<file path="src/rtl/joypad_pkg.sv">
// Shared definitions for the two-channel standard-controller port.
// Optional turbo generator is enabled by defining JOYPAD_TURBO_EN.
package joypad_pkg;

    localparam int unsigned JOYPAD_BITS = 8;
    localparam logic        JOYPAD_FILL = 1'b1;

    typedef enum logic [2:0] {
        BTN_A      = 3'd0,
        BTN_B      = 3'd1,
        BTN_SELECT = 3'd2,
        BTN_START  = 3'd3,
        BTN_UP     = 3'd4,
        BTN_DOWN   = 3'd5,
        BTN_LEFT   = 3'd6,
        BTN_RIGHT  = 3'd7
    } button_index;

endpackage

</file>
<file path="src/rtl/joypad_port_if.sv">
// GPIO-side bus between the CPU core ($4016/$4017) and the joypad port.
// master = core side, slave = joypad port side.
interface joypad_port_if;

    logic       I_strobe;
    logic [1:0] I_rden;
    logic [1:0] O_data;

    modport master (
        output I_strobe,
        output I_rden,
        input  O_data
    );

    modport slave (
        input  I_strobe,
        input  I_rden,
        output O_data
    );

endinterface

</file>
<file path="src/rtl/joypad_shifter.sv">
// One controller channel: button synchroniser, optional turbo gating,
// 8-bit parallel-load / serial-out latch with 1-fill.
// Turbo gating is built only when JOYPAD_TURBO_EN is defined.
module joypad_shifter
    import joypad_pkg::*;
(
    input  logic                   I_clock,
    input  logic                   I_reset,
    input  logic                   I_strobe,
    input  logic                   I_rden,
    input  logic [JOYPAD_BITS-1:0] I_buttons,
`ifdef JOYPAD_TURBO_EN
    input  logic [1:0]             I_turbo,
    input  logic                   I_phase,
`endif
    output logic                   O_data
);

    logic [JOYPAD_BITS-1:0] btn_meta;
    logic [JOYPAD_BITS-1:0] sync_btn;
    logic [JOYPAD_BITS-1:0] eff_btn;
    logic [JOYPAD_BITS-1:0] shreg;
    logic                   last_rden;

    // Two-flop synchroniser for the asynchronous button inputs.
    always_ff @(posedge I_clock) begin
        if (I_reset) begin
            btn_meta <= '0;
            sync_btn <= '0;
        end else begin
            btn_meta <= I_buttons;
            sync_btn <= btn_meta;
        end
    end

`ifdef JOYPAD_TURBO_EN
    logic [1:0] turbo_meta;
    logic [1:0] sync_turbo;

    // Two-flop synchroniser for the asynchronous turbo enables.
    always_ff @(posedge I_clock) begin
        if (I_reset) begin
            turbo_meta <= '0;
            sync_turbo <= '0;
        end else begin
            turbo_meta <= I_turbo;
            sync_turbo <= turbo_meta;
        end
    end
`endif

    // Effective buttons: turbo-enabled A/B read released during phase 1.
    always_comb begin
        eff_btn = sync_btn;
`ifdef JOYPAD_TURBO_EN
        eff_btn[BTN_A] = sync_btn[BTN_A] & ~(sync_turbo[0] & I_phase);
        eff_btn[BTN_B] = sync_btn[BTN_B] & ~(sync_turbo[1] & I_phase);
`endif
    end

    // Strobe load has priority; otherwise shift on the falling edge of rden
    // so the CPU samples the current bit before it moves.
    always_ff @(posedge I_clock) begin
        if (I_reset) begin
            shreg     <= '0;
            last_rden <= 1'b0;
        end else begin
            last_rden <= I_rden;
            if (I_strobe) begin
                shreg <= eff_btn;
            end else if (last_rden && !I_rden) begin
                shreg <= {JOYPAD_FILL, shreg[JOYPAD_BITS-1:1]};
            end
        end
    end

    assign O_data = shreg[0];

endmodule

</file>
<file path="src/rtl/joypad_port.sv">
// Two-channel standard-controller serial port feeding the core GPIO inputs.
// Define JOYPAD_TURBO_EN to build the shared turbo counter/phase generator.
module joypad_port
    import joypad_pkg::*;
#(
    parameter logic [23:0] TURBO_HALF = 24'd894886
)(
    input  logic                   I_clock,
    input  logic                   I_reset,
    input  logic [JOYPAD_BITS-1:0] I_buttons0,
    input  logic [JOYPAD_BITS-1:0] I_buttons1,
    input  logic [1:0]             I_turbo0,
    input  logic [1:0]             I_turbo1,
    joypad_port_if.slave           bus
);

    logic data0;
    logic data1;

`ifdef JOYPAD_TURBO_EN
    logic [23:0] turbo_cnt;
    logic        phase;

    // Free-running turbo counter; phase flips every TURBO_HALF cycles.
    always_ff @(posedge I_clock) begin
        if (I_reset) begin
            turbo_cnt <= '0;
            phase     <= 1'b0;
        end else if (turbo_cnt == TURBO_HALF - 24'd1) begin
            turbo_cnt <= '0;
            phase     <= ~phase;
        end else begin
            turbo_cnt <= turbo_cnt + 24'd1;
        end
    end
`else
    logic unused_turbo;
    assign unused_turbo = ^{I_turbo0, I_turbo1, TURBO_HALF};
`endif

    joypad_shifter u_port0 (
        .I_clock   (I_clock),
        .I_reset   (I_reset),
        .I_strobe  (bus.I_strobe),
        .I_rden    (bus.I_rden[0]),
        .I_buttons (I_buttons0),
`ifdef JOYPAD_TURBO_EN
        .I_turbo   (I_turbo0),
        .I_phase   (phase),
`endif
        .O_data    (data0)
    );

    joypad_shifter u_port1 (
        .I_clock   (I_clock),
        .I_reset   (I_reset),
        .I_strobe  (bus.I_strobe),
        .I_rden    (bus.I_rden[1]),
        .I_buttons (I_buttons1),
`ifdef JOYPAD_TURBO_EN
        .I_turbo   (I_turbo1),
        .I_phase   (phase),
`endif
        .O_data    (data1)
    );

    assign bus.O_data = {data1, data0};

endmodule

</file>
<file path="src/flat_wrapper.sv">
// flat-port wrapper written by rule: the top's interface ports become plain ports
module joypad_port_flat import joypad_pkg::*;
#(
    parameter logic [23:0] TURBO_HALF = 24'd894886
)
  (I_clock, I_reset, I_buttons0, I_buttons1, I_turbo0, I_turbo1, bus_I_strobe, bus_I_rden, bus_O_data);
  joypad_port_if bus_i ();
  input  logic I_clock;
  input  logic I_reset;
  input  logic [JOYPAD_BITS-1:0] I_buttons0;
  input  logic [JOYPAD_BITS-1:0] I_buttons1;
  input  logic [1:0] I_turbo0;
  input  logic [1:0] I_turbo1;
  input wire logic [$bits(bus_i.I_strobe)-1:0] bus_I_strobe;
  input wire logic [$bits(bus_i.I_rden)-1:0] bus_I_rden;
  output wire logic [$bits(bus_i.O_data)-1:0] bus_O_data;
  assign bus_i.I_strobe = bus_I_strobe;
  assign bus_i.I_rden = bus_I_rden;
  assign bus_O_data = bus_i.O_data;
  joypad_port #(.TURBO_HALF(TURBO_HALF)) u_core (.I_clock(I_clock), .I_reset(I_reset), .I_buttons0(I_buttons0), .I_buttons1(I_buttons1), .I_turbo0(I_turbo0), .I_turbo1(I_turbo1), .bus(bus_i));
endmodule
</file>
<file path="config.mk">
export PLATFORM = sky130hd
export DESIGN_NAME = joypad_port_flat
export DESIGN_NICKNAME = d
export VERILOG_FILES = /design/src/rtl/joypad_pkg.sv /design/src/rtl/joypad_port_if.sv /design/src/rtl/joypad_shifter.sv /design/src/rtl/joypad_port.sv /design/src/flat_wrapper.sv
export SDC_FILE = /design/constraint.sdc
export NUM_CORES = 1
export LEC_CHECK = 0
export BUFFER_PORTS_ARGS = -buffer_cell sky130_fd_sc_hd__buf_4
export CELL_PAD_IN_SITES_DETAIL_PLACEMENT = 0
export CELL_PAD_IN_SITES_GLOBAL_PLACEMENT = 1
export CORE_ASPECT_RATIO = 1.25
export CORE_MARGIN = 2
export CORE_UTILIZATION = 45
export CTS_BUF_LIST = sky130_fd_sc_hd__clkbuf_8
export DETAILED_ROUTE_END_ITERATION = 6
export GPL_TIMING_DRIVEN = 0
export PLACE_DENSITY = 0.83
export SLEW_MARGIN = 10
export SYNTH_ARGS = -nofsm -noshare
export SYNTH_HDL_FRONTEND = slang
export SYNTH_SLANG_ARGS = --single-unit
</file>
<file path="constraint.sdc">
create_clock -name I_clock -period 1.1 [get_ports I_clock]
set_input_delay 0.055 -clock I_clock [delete_from_list [all_inputs] [get_ports I_clock]]
set_output_delay 0.055 -clock I_clock [all_outputs]
set_load 0.01 [all_outputs]
</file>
### Word-level counts from Yosys, hierarchy flattened

Cells that the tools add are included.

* register bits after elaboration: 50
* bits of input ports: 25
* output and inout port bits: 2
* word-level logic and storage cells: 18

* mux-type cells: 4
* reductions and logical operators: 6

Operators by type and width (count)
* two-way mux 8 bit: 4
* nonzero test 2 bit: 2
* logical AND 1 bit: 2
* zero test 1 bit: 2

### Depth between registers and ports, before layout

* word-level depth: 4
* depth in mapped cells: 4
* mapped depth without buffers: 3

### Hierarchy

From an unflattened synthesis, not the netlist that was laid out.

* cell total of the unflattened synthesis: 156
* area, all modules: 1694.1 µm²

By module, submodules not included
* joypad_shifter: times used 2, cells each 77, area each 839.6 µm², sequential area each 500.5 µm²
* joypad_port: times used 1, cells each 2, area each 15.0 µm², sequential area each 0.0 µm²

### Least setup slack after synthesis

Ideal clock, no wire load.

* path kind: register to register
* start: register u_core.u_port0.last_rden
* end: register u_core.u_port0.shreg[5]
* library setup time: 0.103 ns
* arrival time: 0.946 ns
* data required time: 0.997 ns
* slack: 0.050 ns
* cell stages (with the launch flop): 5
* path buffers: 1
* clock period less this slack: 1.050 ns
* path through: dfxtp_1 -> nor2b_1 -> buf_4 -> nor3_1 -> a2111oi_2

* word-level cells in the longest chain between the ends: 2

Ends and longest elaborated chain
* from (decl): RTL line joypad_shifter.sv:23 `logic last_rden;`
* from (signal assigned): RTL line joypad_shifter.sv:68 `last_rden <= I_rden;`
* logical AND 1 bit: RTL line joypad_shifter.sv:71 `end else if (last_rden && !I_rden) begin`
* nonzero test 2 bit (no source line)
* to (signal assigned): RTL line joypad_shifter.sv:70 `shreg <= eff_btn;`
* to (signal assigned): RTL line joypad_shifter.sv:72 `shreg <= {JOYPAD_FILL, shreg[JOYPAD_BITS-1:1]};`
* to (decl): RTL line joypad_shifter.sv:22 `logic [JOYPAD_BITS-1:0] shreg;`

No other way between the ends.
A chain may end at the register's enable or synchronous reset.

### Worst setup path after layout

* start: register u_core.u_port0.last_rden
* end: register u_core.u_port0.shreg[1]

Same word-level chain as after synthesis.

==> key figures <==
Timing
  • Fin crit period: 1.11 ns
  • Max Slew Vio Count: 0
  • Fmax: 898 MHz
  • Worst Tran Pin Value: 0.929 ns
  • Fin crit share: 101%
  • Setup-violating endpoint count in the final report: 1
  • Setup ws final: -0.0142 ns
  • Clock skew: 0.00716 ns
  • Max transition margin: 38.0%
  • RSZ-0062 raised after global routing: yes
  • Hold Fails Final Rpt: 0

GRT
  • Pin count of the biggest net entering global routing: 16
  • Initial antenna violation count: 0
  • First-pass GRT wire length: 5360 um
  • Vias in the first global route: 1256
  • Total congestion overflow: 0
  • GR Util All Layers: 16.1%

Clock tree
  • Clock latency on the worst-skew pair: 0.29 ns
  • Clk slew on worst S/H paths: 0.09 ns
  • CTS tree: built
  • CTS H-tree depth: 2
  • CTS Buffer Depth: 2
  • Clock Sinks: 50
  • Inserted Clock Buffers: 5
  • Root buf cell: clkbuf_8

Synthesis
  • Yosys reg bits: 50
  • Syn Nets: 182
  • Mean post-synth cell area: 11.1 sq um
  • YS warnings: 0
  • Unique masters post-synth: 17
  • Synth Cell Area: 1740 sq um
  • Sequential area share after synthesis: 57.6%
  • Syn Inst Count: 157

Worst setup path
  • CP required: 1.30 ns
  • Crit path cell chain: nor2b_4 > buf_4 > buf_4 > a2111oi_4
  • Cell mode on critical path: buf_4
  • Crit end category: flop
  • CP max-delay cell: dfxtp_2
  • WP buf/inv: 2
  • Worst reg2reg path startpoint: u_core.u_port0.last_rden$_SDFF_PP0_
  • Kind of critical path: flop to flop
  • Critical path arrival: 1.31 ns
  • Critical Path Start Type: flop
  • Top Family by Delay on Critical Path: flip-flops
  • Critical path peak fanout: 5
  • CP startpoint: u_core.u_port0.last_rden$_SDFF_PP0_
  • CP peak stage delay: 0.33 ns

Die
  • Die area: 4380 sq um
  • # IOs: 27
  • Initial Util: 46.3%
  • Core Area: 3750 sq um
  • Die height: 73.5 um
  • DIE WIDTH: 59.6 um
  • Rows: 25

Detailed routing
  • DR pass1 iterations: 4
  • Via/cell ratio: 4.88
  • Antenna viol nets, final: 0
  • Post-Route WL: 3170 um
  • Wire length per cell: 12.6 um
  • Via count: 1225
  • DRT iter0 DRCs: 11
  • Drc violations: 0

Power
  • Pleak: 0.938 nW
  • Power per standard cell area: 1480 nW/um^2
  • Total chip power: 3.63 mW
  • VDD IR max: 1.13 mV

Placement
  • Gpl congestion: 0.726
  • Placed insts: 217
  • Buffers on Ports: 20
  • Post-DP HPWL: 2020 um

Cells and area
  • Most frequent cells in the layout: nor2b_1 (48), dfxtp_1 (48), buf_4 (30)
  • Ant. Diodes: 0
  • NumNets Final: 235
  • Final non-filler cell total: 251
  • Layout Area Growth over Synthesis: 41.1%
  • Fraction of layout cells with a size suffix above 1: 31.8%

Outcome
  • Failing checks: negative setup slack
  • Status: complete, but fails checks

Hold path
  • Hold wc startpoint: bus_I_rden[1]
  • Worst min path class: input port to flop

Job
  • Max Cap Viol: 0
## final timing paths
kind | to | slack [ns] | cells after the start
max | u_core.u_port0.shreg[1]$_SDFFE_PP0P_ | -0.01 | 4
max reg2reg | u_core.u_port0.shreg[1]$_SDFFE_PP0P_ | -0.01 | 4
min reg2reg | u_core.u_port1.eff_btn[7]$_SDFF_PP0_ | 0.43 | 1
min | u_core.u_port1.last_rden$_SDFF_PP0_ | 0.01 | 2
## worst register-to-register path: stages (launching register included)
cell and delay [ns]:
dfxtp_2 0.33, nor2b_4 0.13, buf_4 0.15, buf_4 0.14, a2111oi_4 0.28
## cell families (layout without fill, tap and decap cells)
family	count (synthesis)	in the layout	synth area share, %
AO/OA/AOI/OAI	16	16	12.2
buffers and inverters	15	69	4.82
flip-flops	50	50	57.6
AND/OR/NAND/NOR	76	76	25.3
## registers in the layout, summed over array words and instances, names as in the netlist
register / count
u_core.u_port0.btn_meta: 8
u_core.u_port1.shreg: 8
u_core.u_port0.last_rden: 1
u_core.u_port1.eff_btn: 8
u_core.u_port1.btn_meta: 8
u_core.u_port0.eff_btn: 8
u_core.u_port0.shreg: 8
u_core.u_port1.last_rden: 1
## final cells by class
| class | count | area, sq um |
|---|---|---|
| Clock buffer | 5 | 68.8 |
| Clock inverter | 3 | 41.3 |
| Tap cell | 40 | 50.0 |
| Buffer | 13 | 80.1 |
| Inverter | 2 | 7.51 |
| Timing Repair Buffer | 46 | 397 |
| Fill cell | 287 | 1300 |
| Sequential cell | 50 | 1000 |
| Multi-Input combinational cell | 92 | 805 |
## repair_timing
item	CTS	global route
hold endpoints to repair	16	0
hold buffers	16	0
endpoints found under the setup margin	8	14
setup buffers	6	2
cloned	2	0
pin swaps	1	5
gates resized for setup	13	15
## through the flow
stage	util (%)	hold WS, ns	setup slack, ns	setup TNS, ns	instance area [sq um]
floorplan	-	0.183	0.0504	0	1740
global placement	51.6	0.264	0.00650	0	1940
detailed placement	51.6	0.269	-0.0466	-0.170	1940
CTS	62.3	0.00389	0.00174	0	2340
global route	65.3	0.00907	-0.0727	-0.418	2450
finish	65.3	0.0117	-0.0142	-0.0142	2450
## layer usage
layer / track usage [%] / share of wire [%] / vias up
met5: 0 / 0 / -
met4: 7.41 / 0.79 / 0
met3: 3.87 / 3.2 / 2
met2: 27.6 / 53 / 24
met1: 18.5 / 43 / 569
li1: - / - / 630
## synth_stat cells
cell type	number	area share (%)
nor2_1	10	2.2
a2111oi_1	3	1.7
nor2b_1	49	18
nor3_1	13	3.7
dfxtp_1	50	58
clkbuf_1	5	1.1
nor3_2	1	0.58
buf_4	4	1.7
buf_1	1	0.22
buf_2	1	0.29
a2111oi_2	11	9.5
nor2b_2	1	0.50
clkbuf_4	1	0.43
nand2b_1	2	0.72
a221oi_1	2	1.0
buf_6	1	0.65
inv_1	2	0.43
## power by group
group	internal, mW	switching (mW)	total [mW]
Combinational	0.246	0.204	0.449
Sequential	1.91	0.0328	1.94
Clock	0.669	0.576	1.25
Total	2.82	0.813	3.63
(Power assumes the default switching activity.)
